==> src/rtl/filter_sequencer_pkg.sv <==
`default_nettype none
// ============================================================================
// Module  : filter_sequencer_pkg
// Brief   : Opcodes, kernel size codes, field widths and command helpers.
// Revision: 1.0 - initial release
// ============================================================================
package filter_sequencer_pkg;

    localparam int c_kernel_w = 200;
    localparam int c_offset_w = 9;

    localparam logic [3:0] c_op_conv      = 4'b0101;
    localparam logic [3:0] c_op_conv_trsp = 4'b0110;
    localparam logic [3:0] c_op_conv_rob  = 4'b0111;
    localparam logic [3:0] c_op_b2g       = 4'b1000;

    localparam logic [1:0] c_size_2x2     = 2'b00;
    localparam logic [1:0] c_size_3x3     = 2'b01;
    localparam logic [1:0] c_size_illegal = 2'b10;
    localparam logic [1:0] c_size_5x5     = 2'b11;

    function automatic logic cmd_legal(input logic [1:0] size, input logic [3:0] opcode);
        return (size != c_size_illegal) &&
               (opcode inside {c_op_conv, c_op_conv_trsp, c_op_conv_rob, c_op_b2g});
    endfunction

    // Returns {lo, hi}: rows/cols at each image edge the kernel cannot cover.
    function automatic logic [3:0] scan_margins(input logic [1:0] size, input logic [3:0] opcode);
        logic [3:0] m;
        m = 4'h0;
        if (opcode != c_op_b2g) begin
            case (size)
                c_size_2x2: m = {2'd0, 2'd1};
                c_size_3x3: m = {2'd1, 2'd1};
                c_size_5x5: m = {2'd2, 2'd2};
                default:    m = 4'h0;
            endcase
        end
        return m;
    endfunction

endpackage
`default_nettype wire

==> src/rtl/filter_sequencer_pixel_scan_counter.sv <==
`default_nettype none
// ============================================================================
// Module  : filter_sequencer_pixel_scan_counter
// Brief   : Raster row/col counter with border classification and pixel address.
// Revision: 1.0 - initial release
// ============================================================================
module filter_sequencer_pixel_scan_counter #(
    parameter int IMG_W  = 32,
    parameter int IMG_H  = 32,
    parameter int ADDR_W = 10
) (
    input  logic              clk,
    input  logic              rst_n,
    input  logic              clear,
    input  logic              advance,
    input  logic [1:0]        lo,
    input  logic [1:0]        hi,
    output logic              is_border,
    output logic              is_last,
    output logic [ADDR_W-1:0] addr
);

    localparam int CW = (IMG_W > 1) ? $clog2(IMG_W) : 1;
    localparam int RW = (IMG_H > 1) ? $clog2(IMG_H) : 1;

    logic [CW-1:0] r_col;
    logic [RW-1:0] r_row;
    logic          w_col_end;
    logic          w_row_end;
    logic [31:0]   w_col32;
    logic [31:0]   w_row32;

    assign w_col_end = (r_col == CW'(IMG_W - 1));
    assign w_row_end = (r_row == RW'(IMG_H - 1));
    assign w_col32   = 32'(r_col);
    assign w_row32   = 32'(r_row);

    always_ff @(posedge clk or negedge rst_n) begin
        if (!rst_n) begin
            r_col <= '0;
            r_row <= '0;
        end else if (clear) begin
            r_col <= '0;
            r_row <= '0;
        end else if (advance) begin
            if (w_col_end) begin
                r_col <= '0;
                r_row <= r_row + 1'b1;
            end else begin
                r_col <= r_col + 1'b1;
            end
        end
    end

    assign is_last   = w_col_end & w_row_end;
    assign is_border = (w_row32 < 32'(lo)) || (w_row32 + 32'(hi) > 32'(IMG_H - 1)) ||
                       (w_col32 < 32'(lo)) || (w_col32 + 32'(hi) > 32'(IMG_W - 1));
    assign addr      = ADDR_W'(w_row32 * 32'(IMG_W) + w_col32);

endmodule
`default_nettype wire

==> src/rtl/filter_sequencer.sv <==
`default_nettype none
// ============================================================================
// Module  : filter_sequencer
// Brief   : Walks the image, issues datapath ops for interior pixels, zero-writes
//           borders, tracks outstanding results and signals completion.
// Revision: 1.0 - initial release
// ============================================================================
module filter_sequencer
    import filter_sequencer_pkg::*;
#(
    parameter int IMG_W   = 32,
    parameter int IMG_H   = 32,
    parameter int ADDR_W  = 10,
    parameter int MAX_OUT = 4
) (
    input  logic                  clk,
    input  logic                  rst_n,
    input  logic                  start,
    input  logic [1:0]            cfg_size,
    input  logic [3:0]            cfg_opcode,
    input  logic [c_offset_w-1:0] cfg_initial_v,
    input  logic [c_kernel_w-1:0] cfg_kernel,
    output logic                  op_valid,
    input  logic                  op_ready,
    output logic [ADDR_W-1:0]     op_addr,
    output logic [3:0]            op_opcode,
    output logic [1:0]            op_size,
    output logic [c_offset_w-1:0] op_initial_v,
    output logic [c_kernel_w-1:0] op_kernel,
    input  logic                  res_valid,
    output logic                  wr_en,
    output logic [ADDR_W-1:0]     wr_addr,
    output logic                  busy,
    output logic                  done,
    output logic                  err
);

    localparam int OW = $clog2(MAX_OUT + 1);

    localparam logic [2:0] c_st_idle  = 3'd0;
    localparam logic [2:0] c_st_load  = 3'd1;
    localparam logic [2:0] c_st_run   = 3'd2;
    localparam logic [2:0] c_st_drain = 3'd3;
    localparam logic [2:0] c_st_done  = 3'd4;

    logic [2:0]            r_state;
    logic [2:0]            w_state_nxt;
    logic [3:0]            r_opcode;
    logic [1:0]            r_size;
    logic [c_offset_w-1:0] r_initv;
    logic [c_kernel_w-1:0] r_kernel;
    logic                  r_err;
    logic [1:0]            r_lo;
    logic [1:0]            r_hi;
    logic [OW-1:0]         r_out;
    logic [OW-1:0]         w_out_nxt;
    logic                  w_run;
    logic                  w_hs;
    logic                  w_adv;
    logic                  w_res_live;
    logic                  w_res_dec;
    logic                  w_legal;
    logic                  w_is_border;
    logic                  w_is_last;
    logic [ADDR_W-1:0]     w_addr;
    logic [3:0]            w_margin;

    assign w_legal    = cmd_legal(cfg_size, cfg_opcode);
    assign w_margin   = scan_margins(r_size, r_opcode);
    assign w_run      = (r_state == c_st_run);
    assign op_valid   = w_run && !w_is_border && (r_out != OW'(MAX_OUT));
    assign wr_en      = w_run && w_is_border;
    assign w_hs       = op_valid && op_ready;
    assign w_adv      = w_hs || wr_en;
    // Results only count against a live command; stale ones after reset are dropped.
    assign w_res_live = res_valid && (w_run || (r_state == c_st_drain));
    assign w_res_dec  = w_res_live && (r_out != '0);

    always_comb begin
        w_out_nxt = r_out;
        if (w_hs && !w_res_dec) begin
            w_out_nxt = r_out + 1'b1;
        end else if (!w_hs && w_res_dec) begin
            w_out_nxt = r_out - 1'b1;
        end
    end

    always_comb begin
        w_state_nxt = r_state;
        case (r_state)
            c_st_idle:  if (start) w_state_nxt = w_legal ? c_st_load : c_st_done;
            c_st_load:  w_state_nxt = c_st_run;
            c_st_run:   if (w_adv && w_is_last) w_state_nxt = c_st_drain;
            c_st_drain: if (w_out_nxt == '0) w_state_nxt = c_st_done;
            c_st_done:  w_state_nxt = c_st_idle;
            default:    w_state_nxt = c_st_idle;
        endcase
    end

    always_ff @(posedge clk or negedge rst_n) begin
        if (!rst_n) begin
            r_state  <= c_st_idle;
            r_opcode <= '0;
            r_size   <= '0;
            r_initv  <= '0;
            r_kernel <= '0;
            r_err    <= 1'b0;
            r_lo     <= '0;
            r_hi     <= '0;
            r_out    <= '0;
        end else begin
            r_state <= w_state_nxt;
            if (r_state == c_st_idle && start) begin
                r_opcode <= cfg_opcode;
                r_size   <= cfg_size;
                r_initv  <= cfg_initial_v;
                r_kernel <= cfg_kernel;
                r_err    <= !w_legal;
            end else if (w_res_live && (r_out == '0)) begin
                r_err <= 1'b1;
            end
            if (r_state == c_st_load) begin
                r_lo  <= w_margin[3:2];
                r_hi  <= w_margin[1:0];
                r_out <= '0;
            end else begin
                r_out <= w_out_nxt;
            end
        end
    end

    filter_sequencer_pixel_scan_counter #(
        .IMG_W  (IMG_W),
        .IMG_H  (IMG_H),
        .ADDR_W (ADDR_W)
    ) u_scan (
        .clk       (clk),
        .rst_n     (rst_n),
        .clear     (r_state == c_st_load),
        .advance   (w_adv),
        .lo        (r_lo),
        .hi        (r_hi),
        .is_border (w_is_border),
        .is_last   (w_is_last),
        .addr      (w_addr)
    );

    assign op_addr      = w_addr;
    assign wr_addr      = w_addr;
    assign op_opcode    = r_opcode;
    assign op_size      = r_size;
    assign op_initial_v = r_initv;
    assign op_kernel    = r_kernel;
    assign busy         = (r_state != c_st_idle);
    assign done         = (r_state == c_st_done);
    assign err          = r_err;

endmodule
`default_nettype wire
==> config.mk <==
export PLATFORM = sky130hd
export DESIGN_NAME = filter_sequencer
export DESIGN_NICKNAME = d
export VERILOG_FILES = /design/src/rtl/filter_sequencer_pkg.sv /design/src/rtl/filter_sequencer_pixel_scan_counter.sv /design/src/rtl/filter_sequencer.sv
export SDC_FILE = /design/constraint.sdc
export NUM_CORES = 1
export LEC_CHECK = 0
export ABC_CLOCK_PERIOD_IN_PS = 5300
export CAP_MARGIN = 20
export CORE_AREA = 2 2 181 183
export CTS_BUF_LIST = sky130_fd_sc_hd__clkbuf_4 sky130_fd_sc_hd__clkbuf_8 sky130_fd_sc_hd__clkbuf_16
export CTS_CLUSTER_SIZE = 8
export DETAILED_ROUTE_END_ITERATION = 10
export DIE_AREA = 0 0 183 185
export GPL_TIMING_DRIVEN = 0
export SLEW_MARGIN = 20
export SYNTH_ARGS = -nofsm -noshare
export SYNTH_HDL_FRONTEND = slang
export SYNTH_SLANG_ARGS = --single-unit
==> constraint.sdc <==
create_clock -name clk -period 5.3 [get_ports clk]
set_clock_uncertainty 0.05 [all_clocks]
set_input_delay 1.06 -clock clk [delete_from_list [all_inputs] [get_ports clk]]
set_output_delay 1.06 -clock clk [all_outputs]
set_load 0.02 [all_outputs]
[Yosys cells after proc, flatten, opt, wreduce, memory -nomap -nowiden]
Cells that the tools add are included.
Cells by class
  reductions and logical operators: 33
  shift operators: 0
  div/mod/pow operators: 0
  equal/unequal tests: 18
  muxes and demuxes: 18
  order comparisons: 4
  multipliers: 0
  add/sub/neg operators: 7
  bitwise gates (word level): 1
Operator list (count)
  greater-than comparator 32 x 5 -> 1 bit (second input constant): 2
  two-way mux 5 bit: 6
  two-way mux 3 bit: 7
  adder 5 x 2 -> 6 bit: 2
  == test 4 x 3 -> 1 bit (second input constant): 3
  logical AND 1 bit: 12
  one-hot mux 3 bit (4 select lines): 1
  one-hot mux 4 bit (3 select lines): 1
  adder 10 x 5 -> 10 bit: 1
  adder 5 x 1 -> 5 bit (second input constant): 2
  == test 5 bit (second input constant): 2
  < comparator 5 x 2 -> 1 bit: 2
  zero test 3 bit: 3
  == test 3 x 2 -> 1 bit (second input constant): 2
  nonzero test 2 bit: 3
  nonzero test 3 bit: 2
  logical OR 1 bit: 5
  == test 4 bit (second input constant): 1
  zero test 1 bit: 4
  two-way mux 4 bit: 1
  != test 2 x 1 -> 1 bit (second input constant): 2
  != test 2 bit (second input constant): 2
  != test 4 bit (second input constant): 1
  nonzero test 4 bit: 1
  12 further kinds: 13
Word-level totals
  logic and storage cells: 92
  memories kept: 0
  output and inout port bits: 240
  bits in latches: 0
  ROM bits: 0
  bits in registers: 236
  bits of input ports: 220
  bits in writable memories: 0

[Logic depth before layout (Yosys ltp)]
Gate-level depths: netlist (run 1).
  depth in word-level cells: 16
  mapped depth: 11
  depth with buffers taken out: 9

[By module]
From an unflattened synthesis (run 1), not the netlist that was laid out.
Second synthesis, totals
  cells, all modules: 611
  area, all modules: 9421.5 um^2
Modules (own cells, without submodules)
  filter_sequencer: area each 8767.2 um^2, instances 1, seq. area each 5630.4 um^2, cells each 539
  filter_sequencer_pixel_scan_counter: area each 654.4 um^2, instances 1, seq. area each 250.2 um^2, cells each 72

[Worst setup path before layout (run 1)]
OpenSTA, ideal clock, no wires.
  path kind: flip-flop to output port
  start point: reg u_scan.r_col[1]
  end point: out wr_en
  data arrival time: 1.657 ns
  data required time: 4.190 ns
  slack: 2.533 ns
  buffers on the path: 1
  stages on the path, launching flop included: 7
  cell sequence: dfrtp_1 -> ha_1 -> nor2b_1 -> o2111ai_1 -> and4_4 -> buf_6 -> nor2_1
On the way
  word-level cells in the longest chain between the ends: 4
  elaborated cells on any way between the ends: 6
  those cells by class: add/sub: 1; order compare: 2; reduce/logical: 3
Ends and longest elaborated chain
  start: declaration: line filter_sequencer_pixel_scan_counter.sv:26  | logic [CW-1:0] r_col;
  start signal: assignment: line filter_sequencer_pixel_scan_counter.sv:50  | r_col <= r_col + 1'b1;
  adder 5 x 2 -> 6 bit / < comparator 5 x 2 -> 1 bit (equally long branches): line filter_sequencer_pixel_scan_counter.sv:57  | (w_col32 < 32'(lo)) || (w_col32 + 32'(hi) > 32'(IMG_W - 1));
  greater-than comparator 32 x 5 -> 1 bit / logical OR 1 bit (equally long branches): line filter_sequencer_pixel_scan_counter.sv:57, filter_sequencer_pixel_scan_counter.sv:56
  logical OR 1 bit *: line filter_sequencer_pixel_scan_counter.sv:57
  logical AND 1 bit *: line filter_sequencer.sv:72  | assign wr_en = w_run && w_is_border;
  end: declaration: line filter_sequencer.sv:31  | output logic wr_en,
Mark *: on every way between the ends. The rest lies on a longest branch, timed or not.

[Final worst setup path (run 1)]
  start point: reg u_scan.r_row[1]
  end point: out op_valid
On the way
  word-level cells in the longest chain between the ends: 8
  elaborated cells on any way between the ends: 9
  those cells by class: add/sub: 1; order compare: 2; reduce/logical: 6
Ends and longest elaborated chain
  start: declaration: line filter_sequencer_pixel_scan_counter.sv:27  | logic [RW-1:0] r_row;
  start signal: assignment: line filter_sequencer_pixel_scan_counter.sv:48  | r_row <= r_row + 1'b1;
  adder 5 x 2 -> 6 bit: line filter_sequencer_pixel_scan_counter.sv:56  | assign is_border = (w_row32 < 32'(lo)) || (w_row32 + 32'(hi) > 32'(IMG_H - 1)) ||
  greater-than comparator 32 x 5 -> 1 bit: line filter_sequencer_pixel_scan_counter.sv:56
  logical OR 1 bit * (2 in a row): line filter_sequencer_pixel_scan_counter.sv:56
  logical OR 1 bit *: line filter_sequencer_pixel_scan_counter.sv:57
  zero test 1 bit *: line filter_sequencer.sv:71  | assign op_valid = w_run && !w_is_border && (r_out != OW'(MAX_OUT));
  logical AND 1 bit * (2 in a row): line filter_sequencer.sv:71
  end: declaration: line filter_sequencer.sv:23  | output logic op_valid,
Marked as above.

==> flow_summary.ini, run 1 <==
[outcome]
status = finished, final reports clean

[synth]
synth-compound-area-share = 0.0239
ys_seq_area_frac = 0.625
yosys_warnings = 0
synth_top_family_by_area = multiplexers
ys_ff_latch = 235
synth-simple-area-share = 0.0396
synthesis.area_sq_um = 9410
syn_nets = 854
synth_fa_ha_area_frac = 0.0173
synth_xor_area_frac = 0.00558
synth.distinct_cells = 46
synthMuxAreaShare = 0.260
syn_inst = 621
syn_area_per_cell_sq_um = 15.2

[clock_network]
postCtsSetupBuffers = 0
htree_levels = 2
cts-resized-gates = 0
worstSkewPairLatency_ps = 480
cts_hold_buf = 0
clockBufferDepth = 3
root_buffer = clkbuf_16
cts_buffers = 35
cts_tree = yes
cts_num_sinks = 235
clkTransAtPathRegs_ps = 50

[worst_setup_path]
crit_required_ps = 4190
reg2regPathDepth = 6
crit_slowest_cell = clkdlybuf4s50_1
timing.rr.start = r_state[0]
r2r_end = op_initial_v[4]
path_cells = ha_1, nor2b_1, o2111ai_1, and4_4, buf_6, and3_1, clkdlybuf4s50_1
endpoint_kind = primary output
cp-start-kind = flop
crit_type = reg2out
regToRegSetupSlack_ps = 2760
arrival_ps = 2670
slowest_delay_ps = 620
cp-endpoint = op_valid
crit_path_start = u_scan.r_row[1]
cp_max_fo = 8

[drt]
dr.pass1.iters = 4
wl_per_cell_microns = 19.1
drt-vias-per-instance = 4.51
wirelength_microns = 29200
vias = 6892
route.detailed.drc = 0
drt_first_iter_violations = 235
drtAntennaViolNets = 0

[layout]
syn2layout_area_growth_pct = 64.5
nFillCells = 2878
diodes = 0
drive_gt1_frac = 0.269
nets = 1352
final_core_util = 0.483

[floorplanning]
core_sq_um = 32000
die_w_microns = 183
ios = 460
die-area_sq_um = 33900
dieHeight_microns = 185
start_util = 0.294
placementRows = 66

[sta]
slew_headroom = 0.505
clock.fmax_mhz = 265
period_share = 0.713
hold_viol = 0
final-max-slew-violation-count = 0
fin_crit_ps = 3780
worstMarginPinSlew_ps = 741
setup_viol = 0
rsz0062_at_grt = no

[power_and_ir_drop]
p_switching_mw = 1.07
p_total_mw = 4.44
p_per_area_nw_per_um2 = 287
peakVddDrop_v = 0.000225
p_int_mw = 3.37
power_leakage_nw = 7.18
netSwitchingFraction = 0.242
pwr-share-comb = 0.139
clkPwrFrac = 0.434
pwr-share-seq = 0.427

[global_route]
grt_first_pass_wirelength_microns = 43900
antenna_found_initial = 0
grt-ovfl-total = 0
grt_max_degree = 91
first_global_vias = 7334
track_usage = 0.169

[placed_design]
gp_congestion = 0.750
numPortBuffers = 459
dpl.hpwl_microns = 22100

[worst_hold_path]
holdCritPathClass = reg2reg

[flow_run]
maxCapViolCount = 0
stage by stage:
| stage | setup TNS (ps) | setup WS, ps | area (sq um) | hold WS, ps | std cells |
|---|---|---|---|---|---|
| finish | 0 | 1520 | 15500 | 450 | 1529 |
| global route | 0 | 1340 | 15500 | 459 | 1529 |
| CTS | 0 | 1480 | 15500 | 455 | 1529 |
| detailed placement | 0 | 2010 | 14600 | 444 | 1490 |
| global placement | -1801750 | -7710 | 14500 | 437 | 1488 |
| floorplan | 0 | 2530 | 9410 | 404 | 621 |
kinds of logic after synthesis:
kind of cell / Yosys count
multiplexers: 218
AO/OA/AOI/OAI: 33
AND/OR/NAND/NOR: 69
XOR/XNOR: 6
adder cells (fa/ha/maj): 13
buffers and inverters: 47
flip-flops: 235
cell usage after synthesis, drive strengths merged:
| master | number | area share |
|---|---|---|
| a22oi | 1 | 0.0013 |
| o211ai | 1 | 0.00080 |
| nor3 | 2 | 0.0011 |
| o31ai | 2 | 0.0016 |
| nand3 | 9 | 0.0048 |
| nor4 | 2 | 0.0013 |
| clkbuf | 2 | 0.00080 |
| inv | 8 | 0.0032 |
| a311oi | 1 | 0.00093 |
| mux2i | 3 | 0.0032 |
| o22ai | 2 | 0.0013 |
| nand2 | 14 | 0.0056 |
| nand3b | 1 | 0.00080 |
| o2bb2ai | 1 | 0.00093 |
| a211oi | 3 | 0.0024 |
| and4 | 2 | 0.0024 |
| a41oi | 1 | 0.00093 |
| nor3b | 3 | 0.0024 |
| nor2 | 16 | 0.0064 |
| nand4 | 1 | 0.00067 |
| mux2 | 215 | 0.26 |
| o21ai | 7 | 0.0041 |
| o32a | 1 | 0.0011 |
| and2b | 1 | 0.0011 |
| a21oi | 9 | 0.0052 |
| ha | 13 | 0.017 |
| nand2b | 3 | 0.0020 |
| and3 | 5 | 0.0039 |
| and2 | 2 | 0.0013 |
| a21o | 1 | 0.00080 |
| dfrtp | 235 | 0.62 |
| or4 | 1 | 0.00080 |
| xnor2 | 3 | 0.0028 |
| o2111ai | 2 | 0.0019 |
| a31oi | 1 | 0.00067 |
| or3b | 1 | 0.00093 |
| nor4b | 1 | 0.00093 |
| xor2 | 3 | 0.0028 |
| buf | 37 | 0.024 |
| nor2b | 5 | 0.0033 |
per-layer routing:
layer,vias to the layer above,wire length [microns],track usage
li1,3177,-,-
met1,3419,11500,0.200
met2,254,14800,0.296
met3,42,2240,0.0578
met4,0,617,0.0429
met5,-,0,0
power by group through the flow:
stage | Clock, mW | Combinational [mW] | Sequential (mW)
after floorplan | 0 | 0.258 | 1.94
after global placement | 0 | 0.611 | 1.93
after detailed placement | 0 | 0.622 | 1.92
after CTS | 1.99 | 0.625 | 1.89
after global routing | 2.07 | 0.683 | 1.90
final | 1.93 | 0.619 | 1.90
layout by cell type, fill, tap and decap left out, drive strengths merged, types with 13 or more instances in the layout:
master | synthesis | layout
clkdlybuf4s50 | 0 | 458
dfrtp | 235 | 235
mux2 | 215 | 215
buf | 37 | 40
clkbuf | 2 | 39
nor2 | 16 | 16
nand2 | 14 | 14
ha | 13 | 13
flip-flops by register name (all words and copies together), names as in the netlist:
| register | cells |
|---|---|
| r_out | 3 |
| err | 1 |
| r_state | 3 |
| r_hi | 1 |
| op_initial_v | 9 |
| r_lo | 2 |
| op_opcode | 4 |
| u_scan.r_row | 5 |
| u_scan.r_col | 5 |
| op_size | 2 |
| op_kernel | 200 |
how the worst min path moves through the flow:
stage	slack (ps)	end	startpoint	depth (start not counted)
3_3_place_gp	440	op_kernel[153]	op_kernel[153]	1
2_1_floorplan	400	r_lo[0]	r_lo[0]	2
6_report	450	op_kernel[146]	op_kernel[146]	1
4_1_cts	450	op_kernel[146]	op_kernel[146]	1
3_5_place_dp	440	op_kernel[153]	op_kernel[153]	1
5_1_grt	460	op_kernel[146]	op_kernel[146]	1
critical path: cells and delay by family, from the launching register on:
family | cells | cell delay [ps]
and+or+nand+nor | 3 | 440
DFF | 1 | 460
buffers and inverters | 2 | 740
AOI/OAI and AO/OA | 1 | 210
adders and majority gates | 1 | 330
cell type report:
cell class | instances | area, sq um | share of cell area
clock buffer | 37 | 891 | 0.0575
inverter | 8 | 30.0 | 0.00194
clock inverter | 2 | 13.8 | 0.000889
tap | 408 | 510 | 0.0330
buffer | 39 | 236 | 0.0153
sequential | 235 | 5880 | 0.380
multi-input combinational | 339 | 3260 | 0.211
timing repair buffer | 461 | 4650 | 0.301
(Power assumes the default switching activity.)
==> inputs of run 2 (changes only) <==
--- a/config.mk
+++ b/config.mk
@@ -5,14 +5,15 @@
 export SDC_FILE = /design/constraint.sdc
 export NUM_CORES = 1
 export LEC_CHECK = 0
-export ABC_CLOCK_PERIOD_IN_PS = 5300
+export ABC_CLOCK_PERIOD_IN_PS = 3250
 export CAP_MARGIN = 20
-export CORE_AREA = 2 2 181 183
+export CORE_AREA = 2 2 178 180
 export CTS_BUF_LIST = sky130_fd_sc_hd__clkbuf_4 sky130_fd_sc_hd__clkbuf_8 sky130_fd_sc_hd__clkbuf_16
 export CTS_CLUSTER_SIZE = 8
 export DETAILED_ROUTE_END_ITERATION = 10
-export DIE_AREA = 0 0 183 185
+export DIE_AREA = 0 0 180 182
 export GPL_TIMING_DRIVEN = 0
+export PLACE_DENSITY = 0.66
 export SLEW_MARGIN = 20
 export SYNTH_ARGS = -nofsm -noshare
 export SYNTH_HDL_FRONTEND = slang
==> constraint.sdc (replaced) <==
create_clock -name clk -period 3.25 [get_ports clk]
set_clock_uncertainty 0.05 [all_clocks]
set_input_delay 0.65 -clock clk [delete_from_list [all_inputs] [get_ports clk]]
set_output_delay 0.65 -clock clk [all_outputs]
set_load 0.02 [all_outputs]
==> run 2 against run 1 <==
  * Final cell count about the same
  * Combinational power up 63%
  * Clock power up 69%
  * Via count up 0.84%
  * Non-clock buffer count up 2
  * Register-to-register slack worse by 2000 ps
  * Final area up 0.55%
  * Die area down 3.2%
  * Flip-flop and latch count unchanged
  * Critical path type unchanged
  * Critical endpoint unchanged
  * Largest cell class unchanged
  * Largest power group unchanged
==> flow_summary.ini, run 2 (synthesized netlist as in run 1, its figures left out) <==
[outcome]
status = finished, final reports clean

[clock_network]
clockBufferDepth = 3
root_buffer = clkbuf_16
htree_levels = 2
worstSkewPairLatency_ps = 490
cts_num_sinks = 235
cts_buffers = 35
postCtsSetupBuffers = 0
cts_tree = yes
clkTransAtPathRegs_ps = 50

[worst_setup_path]
cp-start-kind = flop
crit_type = reg2out
cp_max_fo = 8
endpoint_kind = primary output
critical_path_buf_inv_count = 2
crit_required_ps = 2550
slowest_delay_ps = 480
critical_path.top_delay_family = flip-flops
path_cells = ha_1, nor2b_1, o2111ai_1, and4_4, buf_6, and3_1, dlygate4sd2_1
crit_slowest_cell = dfrtp_1
arrival_ps = 2390

[drt]
drt-vias-per-instance = 4.55
dr.pass1.iters = 4
route.detailed.drc = 0
drt_first_iter_violations = 241
vias = 6950
drtAntennaViolNets = 0
wirelength_microns = 28400
wl_per_cell_microns = 18.6

[sta]
slew_headroom = 0.388
worstMarginPinSlew_ps = 915
clock.fmax_mhz = 323
setup_ws_ps = 157
period_share = 0.952
fin_crit_ps = 3090
rsz0062_at_grt = no
final-max-slew-violation-count = 0
setup_viol = 0
hold_viol = 0

[layout]
diodes = 0
layout_common_cells = clkdlybuf4s50_1 (456), dfrtp_1 (235), mux2_2 (215)
nets = 1354
seqCellArea_sq_um = 5880
multiInputGateArea_sq_um = 3260
nFillCells = 2714
syn2layout_area_growth_pct = 65.4
drive_gt1_frac = 0.272
final_common_cell = clkdlybuf4s50_1
largest_reg_flops = 200

[power_and_ir_drop]
p_total_mw = 7.37
power_leakage_nw = 7.22
p_per_area_nw_per_um2 = 473
peakVddDrop_v = 0.000337

[placed_design]
dpl.hpwl_microns = 21600
numPortBuffers = 459
dp_slack_ps = 371
gp_congestion = 0.769

[worst_hold_path]
holdCritPathClass = reg2reg

[floorplanning]
ios = 460
placementRows = 65
core_sq_um = 31000
die-area_sq_um = 32800
dieHeight_microns = 182
start_util = 0.304
die_w_microns = 180

[global_route]
antenna_found_initial = 0
grt_max_degree = 83
track_usage = 0.171
first_global_vias = 7558
grt_first_pass_wirelength_microns = 44000
grt-ovfl-total = 0

[flow_run]
maxCapViolCount = 0
-- run 2: cell count changes in the layout (fill, tap and decap cells not counted), sizes merged --
cell,before,now
clkbuf,39,42
clkdlybuf4s50,458,456
dlygate4sd2,0,2
buf,40,41
dlygate4sd3,0,1
-- run 2: power by group --
part / total, mW / switching (mW) / leakage, nW / internal (mW)
Clock: 3.26 / 1.25 / 0.476 / 2.01
Sequential: 3.09 / 0.104 / 3.26 / 2.99
Combinational: 1.01 / 0.431 / 3.49 / 0.580
-- run 2: layout make-up --
cell class,instances,area share
flip-flops and latches,235,0.378
repair buffers,463,0.301
multi-input cells,339,0.210
clock buffers,40,0.0602
well taps,402,0.0323
plain buffers,39,0.0152
inverters,8,0.00193
clock inverters,2,0.00161
-- run 2: final timing paths --
path | from | to | slack, ps | cells after the start
worst max-delay path | u_scan.r_col[1] | op_valid | 160 | 7
worst min-delay path | op_kernel[16] | op_kernel[16] | 450 | 1
worst max register to register | r_state[0] | op_kernel[136] | 740 | 6
worst min register to register | op_kernel[16] | op_kernel[16] | 450 | 1
max in group asynchronous | rst_n | op_kernel[27] | 1520 | 4
min in group asynchronous | rst_n | op_kernel[140] | 550 | 2
-- run 2: routing by layer --
layer  global-route usage  wire length (microns)  vias up
met1                0.198                  11000     3415
met2                0.291                  14200      279
li1                     -                      -     3191
met4               0.0725                   1090        0
met5                    0                      0        -
met3               0.0542                   2120       65
-- run 2: repair_timing --
action / in CTS / in global routing
hold buffers: 1 / 0
setup endpoints to repair: 2 / 0
hold endpoints to repair: 29 / 0
gates resized for setup: 2 / 0
-- run 2: through the flow --
step | hold WS, ps | setup TNS [ps] | util | std cells | instance area [sq um]
4_1_cts | 455 | 0 | 0.502 | 1528 | 15600
2_1_floorplan | 304 | 0 | - | 621 | 9410
3_5_place_dp | 444 | 0 | 0.471 | 1485 | 14600
5_1_grt | 463 | 0 | 0.502 | 1528 | 15600
3_3_place_gp | 438 | -2135180 | 0.468 | 1482 | 14500
6_report | 450 | 0 | 0.502 | 1528 | 15600
==> inputs of run 3 (changes only) <==
--- a/config.mk
+++ b/config.mk
@@ -17,4 +17,5 @@
 export SLEW_MARGIN = 20
 export SYNTH_ARGS = -nofsm -noshare
 export SYNTH_HDL_FRONTEND = slang
+export SYNTH_HIERARCHICAL = 1
 export SYNTH_SLANG_ARGS = --single-unit
==> run 3 against run 2 <==
  * Final area increased by 0.59%
  * Power increased by 120%
  * Critical endpoint unchanged
  * Flip-flop and latch count unchanged
  * Critical path type unchanged
  * Sequential power rose by 66%
  * Largest power group is now combinational cells
  * Synthesized cell count is 1.6% lower
  * Wire length is 1.9% lower
==> flow_summary.ini, run 3 <==
[sta]
hold_viol = 0
rsz0062_at_grt = yes
setup_viol = 0
clock.fmax_mhz = 317
worstMarginPinSlew_ps = 542
fin_crit_ps = 3160
period_share = 0.972
tns_ps = 0
slew_headroom = 0.636
final-max-slew-violation-count = 0

[worst_setup_path]
cp-start-kind = flop
endpoint_kind = primary output
crit_required_ps = 2550
cp_max_fo = 4
crit_type = reg2out
arrival_ps = 2460

[synth]
synth_top_area_share = 0.624
synth_xor_area_frac = 0.00372
synth-simple-area-share = 0.0361
yosys.area.top_type = dfrtp_1
syn_nets = 842
synth_commonest_cells = dfrtp_1 (235), mux2_1 (119), mux2_2 (96), buf_6 (15), nor2_1 (15)
syn_inst = 611
synth.distinct_cells = 46
synth_edf_count = 0
yosys_warnings = 6
synth_fa_ha_area_frac = 0.0146
synthMuxAreaShare = 0.260
ys_ff_latch = 235
synth_most_common_cell = dfrtp_1
synthArstFlopShare = 1.00
synth-compound-area-share = 0.0238
yosys-top-cells-area = dfrtp_1 (62%), mux2_1 (14%), mux2_2 (11%), buf_6 (1.8%), ha_1 (1.5%)
ys.flop_type = dfrtp_1
ys_seq_area_frac = 0.624
synth_top_family_by_area = multiplexers
syn_area_per_cell_sq_um = 15.4
synthesis.area_sq_um = 9420

[floorplanning]
ios = 460
start_util = 0.304
dieHeight_microns = 182
die_w_microns = 180
placementRows = 65
die-area_sq_um = 32800
core_sq_um = 31000

[power_and_ir_drop]
power_leakage_nw = 6.48
p_total_mw = 15.9
peakVddDrop_v = 0.000577
p_per_area_nw_per_um2 = 1020

[placed_design]
gp_congestion = 0.753
numPortBuffers = 459
place_area_sq_um = 14600
dpl.hpwl_microns = 21200

[clock_network]
cts_tree = yes
htree_levels = 2
cts_num_sinks = 235
root_buffer = clkbuf_16
cts_buffers = 35
worstSkewPairLatency_ps = 490
clockBufferDepth = 3
clkTransAtPathRegs_ps = 50

[layout]
final_common_cell = clkdlybuf4s50_1
post-route-cell-area_sq_um = 15700
largest_reg_flops = 200
drive_gt1_frac = 0.178
nets = 1346
nFillCells = 2720
layout_common_cells = clkdlybuf4s50_1 (456), dfrtp_1 (232), mux2_1 (119)
syn2layout_area_growth_pct = 66.2

[global_route]
first_global_vias = 7429
track_usage = 0.167
grt-ovfl-total = 0
antenna_found_initial = 1
grt_max_degree = 92
grt_first_pass_wirelength_microns = 43100

[drt]
route.detailed.drc = 0
vias = 6914
wirelength_microns = 27900
drt_first_iter_violations = 234
wl_per_cell_microns = 18.3
drt-vias-per-instance = 4.55
dr.pass1.iters = 6
drtAntennaViolNets = 0

[worst_hold_path]
holdCritPathClass = in2async

[flow_run]
maxCapViolCount = 0

[outcome]
status = finished, final reports clean
run 3: changes by cell type after synthesis, moves of 4 or more:
cell,delta
buf_2,-15
nor2b_1,-4
mux2_2,-119
o21ai_0,+4
mux2_1,+119
nand2_1,-5
or3_1,+5
buf_6,+12
run 3: what timing repair did:
action                     in CTS  in global routing
pin swaps                       1                  8
buffers inserted                1                  5
resized for setup              14                 16
setup endpoints to repair       2                  2
hold buffers                    0                  0
run 3: layout make-up:
cell class,instances,area [sq um],area share
Sequential cell,235,5880,0.376
Timing Repair Buffer,467,4700,0.300
Multi-Input combinational cell,328,3270,0.209
Clock buffer,39,941,0.0601
Tap cell,402,503,0.0321
Buffer,39,319,0.0204
Inverter,9,33.8,0.00216
Clock inverter,1,5.00,0.000320
Antenna cell,1,2.50,0.000160
run 3: critical path, stage by stage (launching register included):
cell and delay, ps:
dfrtp_2 450, ha_4 240, a31oi_4 150, nor2_2 40
a2111o_1 450, nor4b_4 310, a21boi_2 210, buf_6 130
run 3: kinds of logic (layout without fill, tap and decap cells):
group / count (synthesis) / after routing
muxes: 218 / 218
adders and majority gates: 11 / 11
xor gates and xnor gates: 4 / 4
other: 0 / 1
buffers and inverters: 48 / 555
and+or+nand+nor: 60 / 60
DFF: 235 / 235
AOI/OAI and AO/OA: 35 / 35
run 3: metal layers:
metal / GRT usage / up-vias / part of all wire / wire, microns
li1: - / 3158 / - / -
met1: 0.189 / 3431 / 0.38 / 10700
met2: 0.297 / 280 / 0.51 / 14300
met3: 0.0564 / 45 / 0.080 / 2230
met4: 0.0550 / 0 / 0.025 / 692
met5: 0 / - / 0 / 0
run 3: power breakdown:
group | switching [mW] | total (mW) | internal, mW
Combinational | 3.61 | 7.55 | 3.94
Clock | 1.21 | 3.21 | 2.01
Sequential | 0.784 | 5.14 | 4.36
run 3: worst paths after layout:
| check | startpoint | cells after the start | slack, ps | to |
|---|---|---|---|---|
| max in group asynchronous | rst_n | 3 | 1880 | op_kernel[132] |
| min in group clk | op_kernel[90] | 1 | 430 | op_kernel[90] |
| max | r_lo[1] | 7 | 90 | op_valid |
| max reg2reg | r_lo[1] | 11 | 360 | r_state[1] |
| min | rst_n | 1 | 50 | op_kernel[71] |
| min reg2reg | op_kernel[90] | 1 | 430 | op_kernel[90] |
run 3: per-stage QoR:
stage,setup WS (ps),std cells,hold WS [ps],util
2_1_floorplan,178,611,304,-
3_3_place_gp,-8940,1472,416,0.469
3_5_place_dp,-226,1474,424,0.471
4_1_cts,-35.7,1515,35.5,0.502
5_1_grt,-23.8,1521,69.3,0.505
6_report,92.6,1521,49.8,0.505
